$ cat config.mk
export PLATFORM = sky130hd
export DESIGN_NAME = data_memory_lsu
export DESIGN_NICKNAME = d
export VERILOG_FILES = /design/src/rtl/dmem_pkg.sv /design/src/rtl/dmem_byte_array.sv /design/src/rtl/data_memory_lsu.sv
export SDC_FILE = /design/constraint.sdc
export NUM_CORES = 2
export LEC_CHECK = 0
export CAP_MARGIN = 0
export CORE_ASPECT_RATIO = 1.4
export CORE_UTILIZATION = 45
export CTS_BUF_LIST = sky130_fd_sc_hd__clkbuf_4 sky130_fd_sc_hd__clkbuf_8
export DETAILED_ROUTE_END_ITERATION = 7
export MAX_ROUTING_LAYER = met4
export PLACE_DENSITY = 0.6
export SYNTH_ARGS = -nofsm -noshare
export SYNTH_HDL_FRONTEND = slang
export SYNTH_HIERARCHICAL = 1
export SYNTH_SLANG_ARGS = --single-unit
$ cat constraint.sdc
create_clock -name clk -period 8.6 [get_ports clk]
set_clock_uncertainty 0.2 [all_clocks]
set_input_delay 1.29 -clock clk [delete_from_list [all_inputs] [get_ports clk]]
set_output_delay 1.29 -clock clk [all_outputs]
set_load 0.02 [all_outputs]
$ cat src/rtl/dmem_pkg.sv
// rtl/dmem_pkg.sv - shared encodings and lane-mask helper for the data memory LSU
package dmem_pkg;

    localparam logic [1:0] SZ_B = 2'b00;
    localparam logic [1:0] SZ_H = 2'b01;
    localparam logic [1:0] SZ_W = 2'b10;
    localparam logic [1:0] SZ_D = 2'b11;

    typedef enum logic {
        ST_IDLE = 1'b0,
        ST_RESP = 1'b1
    } lsu_state_e;

    // Byte-lane enables for an access of 1<<size bytes starting at lane addr_lsbs.
    function automatic logic [7:0] byte_mask(input logic [1:0] size, input logic [2:0] addr_lsbs);
        logic [7:0] base;
        case (size)
            SZ_B:    base = 8'h01;
            SZ_H:    base = 8'h03;
            SZ_W:    base = 8'h0F;
            default: base = 8'hFF;
        endcase
        return base << addr_lsbs;
    endfunction

endpackage

$ cat src/rtl/dmem_byte_array.sv
// rtl/dmem_byte_array.sv - DEPTH x 8 storage with byte-enable lanes and synchronous row read
module dmem_byte_array #(
    parameter int XLEN  = 64,
    parameter int DEPTH = 256,
    localparam int LANES = XLEN / 8,
    localparam int ROW_W = $clog2(DEPTH / LANES)
) (
    input  logic             clk,
    input  logic [ROW_W-1:0] row,
    input  logic [LANES-1:0] wr_be,
    input  logic [XLEN-1:0]  wr_data,
    input  logic             rd_en,
    output logic [XLEN-1:0]  rd_data
);

    logic [XLEN-1:0] mem [DEPTH / LANES];
    logic [XLEN-1:0] rd_data_q;
    logic [XLEN-1:0] rd_data_d;

    always_comb begin
        rd_data_d = rd_data_q;
        if (rd_en) begin
            rd_data_d = mem[row];
        end
    end

    // Storage is deliberately not reset; only the LSU control state is.
    always_ff @(posedge clk) begin
        for (int i = 0; i < LANES; i++) begin
            if (wr_be[i]) begin
                mem[row][8*i +: 8] <= wr_data[8*i +: 8];
            end
        end
        rd_data_q <= rd_data_d;
    end

    assign rd_data = rd_data_q;

endmodule

$ cat src/rtl/data_memory_lsu.sv
// rtl/data_memory_lsu.sv - byte-addressed data memory with load/store front end
module data_memory_lsu
    import dmem_pkg::*;
#(
    parameter int XLEN   = 64,
    parameter int DEPTH  = 256,
    parameter int ADDR_W = 9
) (
    input  logic              clk,
    input  logic              rst_n,
    input  logic              req_valid,
    output logic              req_ready,
    input  logic              req_we,
    input  logic [1:0]        req_size,
    input  logic              req_unsigned,
    input  logic [ADDR_W-1:0] req_addr,
    input  logic [XLEN-1:0]   req_wdata,
    output logic              resp_valid,
    input  logic              resp_ready,
    output logic [XLEN-1:0]   resp_rdata,
    output logic              resp_err
);

    localparam int LANES  = XLEN / 8;
    localparam int LANE_W = $clog2(LANES);
    localparam int MEM_AW = $clog2(DEPTH);

    lsu_state_e        state_q, state_d;
    logic              err_q, err_d;
    logic              we_q, we_d;
    logic [1:0]        size_q, size_d;
    logic              uns_q, uns_d;
    logic [LANE_W-1:0] off_q, off_d;

    logic              accept;
    logic [3:0]        n_bytes;
    logic [ADDR_W:0]   last_addr;
    logic              misaligned, out_of_range, illegal_size, req_err;
    logic [LANE_W-1:0] lane_off;
    logic [7:0]        mask8;
    logic [LANES-1:0]  wr_be;
    logic [XLEN-1:0]   wr_data;
    logic              rd_en;
    logic [XLEN-1:0]   rd_row;
    logic [XLEN-1:0]   shifted, keep, ext;
    logic              sign_bit;

    assign resp_valid = (state_q == ST_RESP);
    assign req_ready  = !resp_valid || resp_ready;
    assign accept     = req_valid && req_ready;

    // Extra carry bit on last_addr so accesses straddling the top of the address space still flag.
    assign n_bytes      = 4'd1 << req_size;
    assign last_addr    = {1'b0, req_addr} + (ADDR_W+1)'(n_bytes) - (ADDR_W+1)'(1);
    assign misaligned   = |(req_addr[2:0] & (n_bytes[2:0] - 3'd1));
    assign out_of_range = (last_addr >= (ADDR_W+1)'(DEPTH));
    assign illegal_size = (req_size == SZ_D) && (XLEN == 32);
    assign req_err      = misaligned || out_of_range || illegal_size;

    assign lane_off = req_addr[LANE_W-1:0];
    assign mask8    = byte_mask(req_size, 3'(lane_off));
    assign wr_be    = (accept && req_we && !req_err) ? mask8[LANES-1:0] : '0;
    assign wr_data  = req_wdata << {lane_off, 3'b000};
    assign rd_en    = accept && !req_we && !req_err;

    dmem_byte_array #(
        .XLEN  (XLEN),
        .DEPTH (DEPTH)
    ) u_array (
        .clk     (clk),
        .row     (req_addr[MEM_AW-1:LANE_W]),
        .wr_be   (wr_be),
        .wr_data (wr_data),
        .rd_en   (rd_en),
        .rd_data (rd_row)
    );

    always_comb begin
        state_d = state_q;
        err_d   = err_q;
        we_d    = we_q;
        size_d  = size_q;
        uns_d   = uns_q;
        off_d   = off_q;
        case (state_q)
            ST_IDLE: if (accept) state_d = ST_RESP;
            ST_RESP: if (resp_ready && !accept) state_d = ST_IDLE;
            default: state_d = ST_IDLE;
        endcase
        if (accept) begin
            err_d  = req_err;
            we_d   = req_we;
            size_d = req_size;
            uns_d  = req_unsigned;
            off_d  = lane_off;
        end
    end

    always_ff @(posedge clk or negedge rst_n) begin
        if (!rst_n) begin
            state_q <= ST_IDLE;
            err_q   <= 1'b0;
            we_q    <= 1'b0;
            size_q  <= SZ_B;
            uns_q   <= 1'b0;
            off_q   <= '0;
        end else begin
            state_q <= state_d;
            err_q   <= err_d;
            we_q    <= we_d;
            size_q  <= size_d;
            uns_q   <= uns_d;
            off_q   <= off_d;
        end
    end

    // Extension: keep the low 8N bits, fill the rest with the sign bit for signed loads.
    always_comb begin
        shifted = rd_row >> {off_q, 3'b000};
        keep    = '1;
        case (size_q)
            SZ_B:    begin keep = XLEN'(8'hFF);         sign_bit = shifted[7];  end
            SZ_H:    begin keep = XLEN'(16'hFFFF);      sign_bit = shifted[15]; end
            SZ_W:    begin keep = XLEN'(32'hFFFF_FFFF); sign_bit = shifted[31]; end
            default: begin keep = '1;                   sign_bit = 1'b0;        end
        endcase
        ext = (shifted & keep) | ((sign_bit && !uns_q) ? ~keep : '0);
    end

    assign resp_rdata = (resp_valid && !err_q && !we_q) ? ext : '0;
    assign resp_err   = resp_valid && err_q;

endmodule

==> flow_metrics.tcl <==
set metrics [dict create \
    status "finished clean" \
    nets 5349 \
    start_util_pct 45.4 \
    io_pins 148 \
    fmaxAchievable_mhz 153 \
    r2r_slack_ns 4.77 \
    ys_types 60 \
    final_cell_mix "edfxtp_1 (2112), mux2i_1 (1080), o22ai_1 (458), clkbuf_8 (315), and2_1 (271)" \
    drive_gt1_share_pct 14.7 \
    grt.total_usage_pct 27.5 \
    drtPass1Iterations 5 \
    gp_congestion 0.954 \
    antenna_found_initial 40 \
    worstMarginPinSlew_ns 1.44 \
    post_cts_resized 0 \
    core_area_sq_um 190000 \
    via_per_inst 5.98 \
    hold_viol 0 \
    path_max_fanout 63 \
    layoutNonFillerInstCount 8059 \
    num_vias 48193 \
    hpwlAfterDp_um 166000 \
    synthToLayoutAreaGrowth_pct 12.2 \
    cts_tree "done" \
    ys.flop_type "edfxtp_1" \
    hp-class "flop to flop" \
    yosysWarnings 6 \
    postCtsSetupRepairBufs 0 \
    critPathBufInv 2 \
    io_buffer_count 147 \
    p_leak_nw 32.7 \
    dp.cells 7432 \
    drc 0 \
    drtIter0Drc 5568 \
    postCtsHoldBufs 0 \
    wl_per_cell_um 32.5 \
    maxCapViolations 0 \
    setup_violations 0 \
    slew_headroom_pct 3.38 \
    path_class "flop to output port" \
    postSynthAreaPerCell_sq_um 17.1 \
    numCtsBuffers 307 \
    ys_ff_latch 2121 \
    clock_path_buffers 4 \
    fin_crit_ns 6.55 \
    grt_pass1_vias 47699 \
    cts_root_buf "clkbuf_8" \
    h-tree-depth 5 \
    slew_viol_final 0 \
    rsz0062_at_grt "no" \
    busiest_layer "met2" \
    clock_latency_ns 0.95 \
    cp-start-kind "flop" \
    synthesis.nets 5122 \
    cp_slowest_cell "o21ai_1" \
    crit_path_max_incr_delay_ns 0.82 \
    required_ns 7.11 \
    mappedNetlistArea_sq_um 86300 \
    setup_tns_ns 0 \
    grt_pass1_wl_um 358000 \
    grt_remaining_overflow 0 \
    met2_usage_pct 43.8 \
    seq_area_frac_synth_pct 73.8 \
    end_kind "output port" \
    synth_edf_count 2112 \
    power_density_nw_per_um2 218 \
    cts.sinks 2121 \
    die_area_sq_um 193000 \
    cp_cell_sequence "buf_4, nor2_1, a221oi_2, o22ai_4, nand3_4, o21ai_1, clkdlybuf4s50_1" \
    async_reset_ff_share_pct 0.424 \
    critPathTopFamily "compound AO/OA/AOI/OAI gates" \
    met1_usage_pct 33.5 \
    wirelength_um 262000 \
    die_w_um 372 \
    grt_util_met3_pct 5.77 \
    post-route-period-util_pct 76.2 \
    clk_pin_slew_ns 0.06 \
    final_common_cell "edfxtp_1" \
    vdd_drop_max_uv 134 \
    syn_inst 5031 \
    cp_data_arrival_time_ns 5.06 \
    ant_nets 0 \
    fp.dieH_um 520 \
    grt_max_degree 138 \
    rows 189 \
]
-- stage by stage --
stage | cell area [sq um] | hold WS [ns] | setup WS (ns) | util, % | total power (W)
3_5_place_dp | 90500 | 0.352 | 2.40 | 47.6 | 0.0132
3_3_place_gp | 90500 | 0.358 | 2.43 | 47.6 | 0.0132
4_1_cts | 96500 | 0.369 | 2.13 | 50.8 | 0.0212
5_1_grt | 96600 | 0.413 | 1.93 | 50.9 | 0.0217
2_1_floorplan | 86300 | 0.320 | 2.08 | - | 0.0125
6_report | 96800 | 0.372 | 2.05 | 51.0 | 0.0211
-- routing by layer --
| layer | part of all wire (%) | vias up | wire length (um) |
|---|---|---|---|
| li1 | - | 20659 | - |
| met1 | 38 | 24429 | 99000 |
| met2 | 49 | 2574 | 129000 |
| met3 | 8.6 | 531 | 22500 |
| met4 | 4.1 | 0 | 10700 |
| met5 | 0 | - | 0 |
-- where the power goes --
group / switching [W] / internal (W) / leakage [nW]
Sequential: 0.0000282 / 0.0115 / 18.3
Clock: 0.00374 / 0.00432 / 3.15
Combinational: 0.00108 / 0.000441 / 11.2
Total: 0.00485 / 0.0162 / 32.7
-- logic make-up after synthesis --
logic type / share of synthesized area [%]
compound gates: 5.42
xor+xnor: 0.0102
fa+ha+maj: 0.145
buf+inv: 2.03
flops: 73.8
mux: 14.1
simple gates: 4.51
-- synth_stat cells, types with 3 or more instances --
cell type  instances  share of area (%)
buf_1             12              0.052
mux2i_1         1081                 13
buf_2            198                1.1
clkbuf_1          74               0.32
a31oi_1            9              0.065
nor2b_1            7              0.051
ha_1              10               0.15
a22oi_1            4              0.035
a211oi_1          13               0.11
nand2_1          121               0.53
o21ai_0           52               0.30
nor3_1             7              0.041
edfxtp_1        2112                 74
and2_1           285                2.1
nor4_1           128               0.93
nor2_1            90               0.39
o22ai_1          474                3.4
nand2b_1           7              0.051
or4b_1             4              0.046
dfrtp_1            9               0.26
a21oi_1           52               0.30
inv_1             26               0.11
o2111ai_1          3              0.030
nand4bb_1          6              0.078
buf_4              7              0.061
a21o_1             6              0.052
a32o_1             4              0.046
nor2_2            12              0.087
o21ba_2            5              0.058
buf_6             25               0.33
mux4_2            31               0.81
o22ai_2           55               0.80
o21a_1             3              0.026
mux2_2            58               0.76
a2bb2oi_1          4              0.041
nand4b_1           4              0.041
-- layout make-up --
class	instances	area, sq um
diodes	97	243
clock buffers	385	4860
clock inverters	145	1200
fillers	15384	93100
inverters	27	101
multi-input cells	2567	21400
flip-flops and latches	2121	63600
well taps	2483	3110
repair buffers	234	2180
-- flip-flops by register name, indices dropped and copies added (netlist names) --
signal           cells
u_array/rd_data     64
off_q                3
size_q               2
resp_valid           1
err_q                1
uns_q                1
u_array/mem       2048
we_q                 1
-- final timing paths --
kind / to / depth (start not counted) / startpoint
min in group asynchronous: resp_valid / 1 / rst_n
worst min-delay path: uns_q / 1 / uns_q
worst min register to register: uns_q / 1 / uns_q
worst max-delay path: resp_rdata[54] / 7 / off_q[1]
max in group asynchronous: off_q[0] / 1 / rst_n
worst max register to register: u_array/mem[7][19] / 8 / resp_valid
No activity file was read; power rests on OpenSTA's default activity.
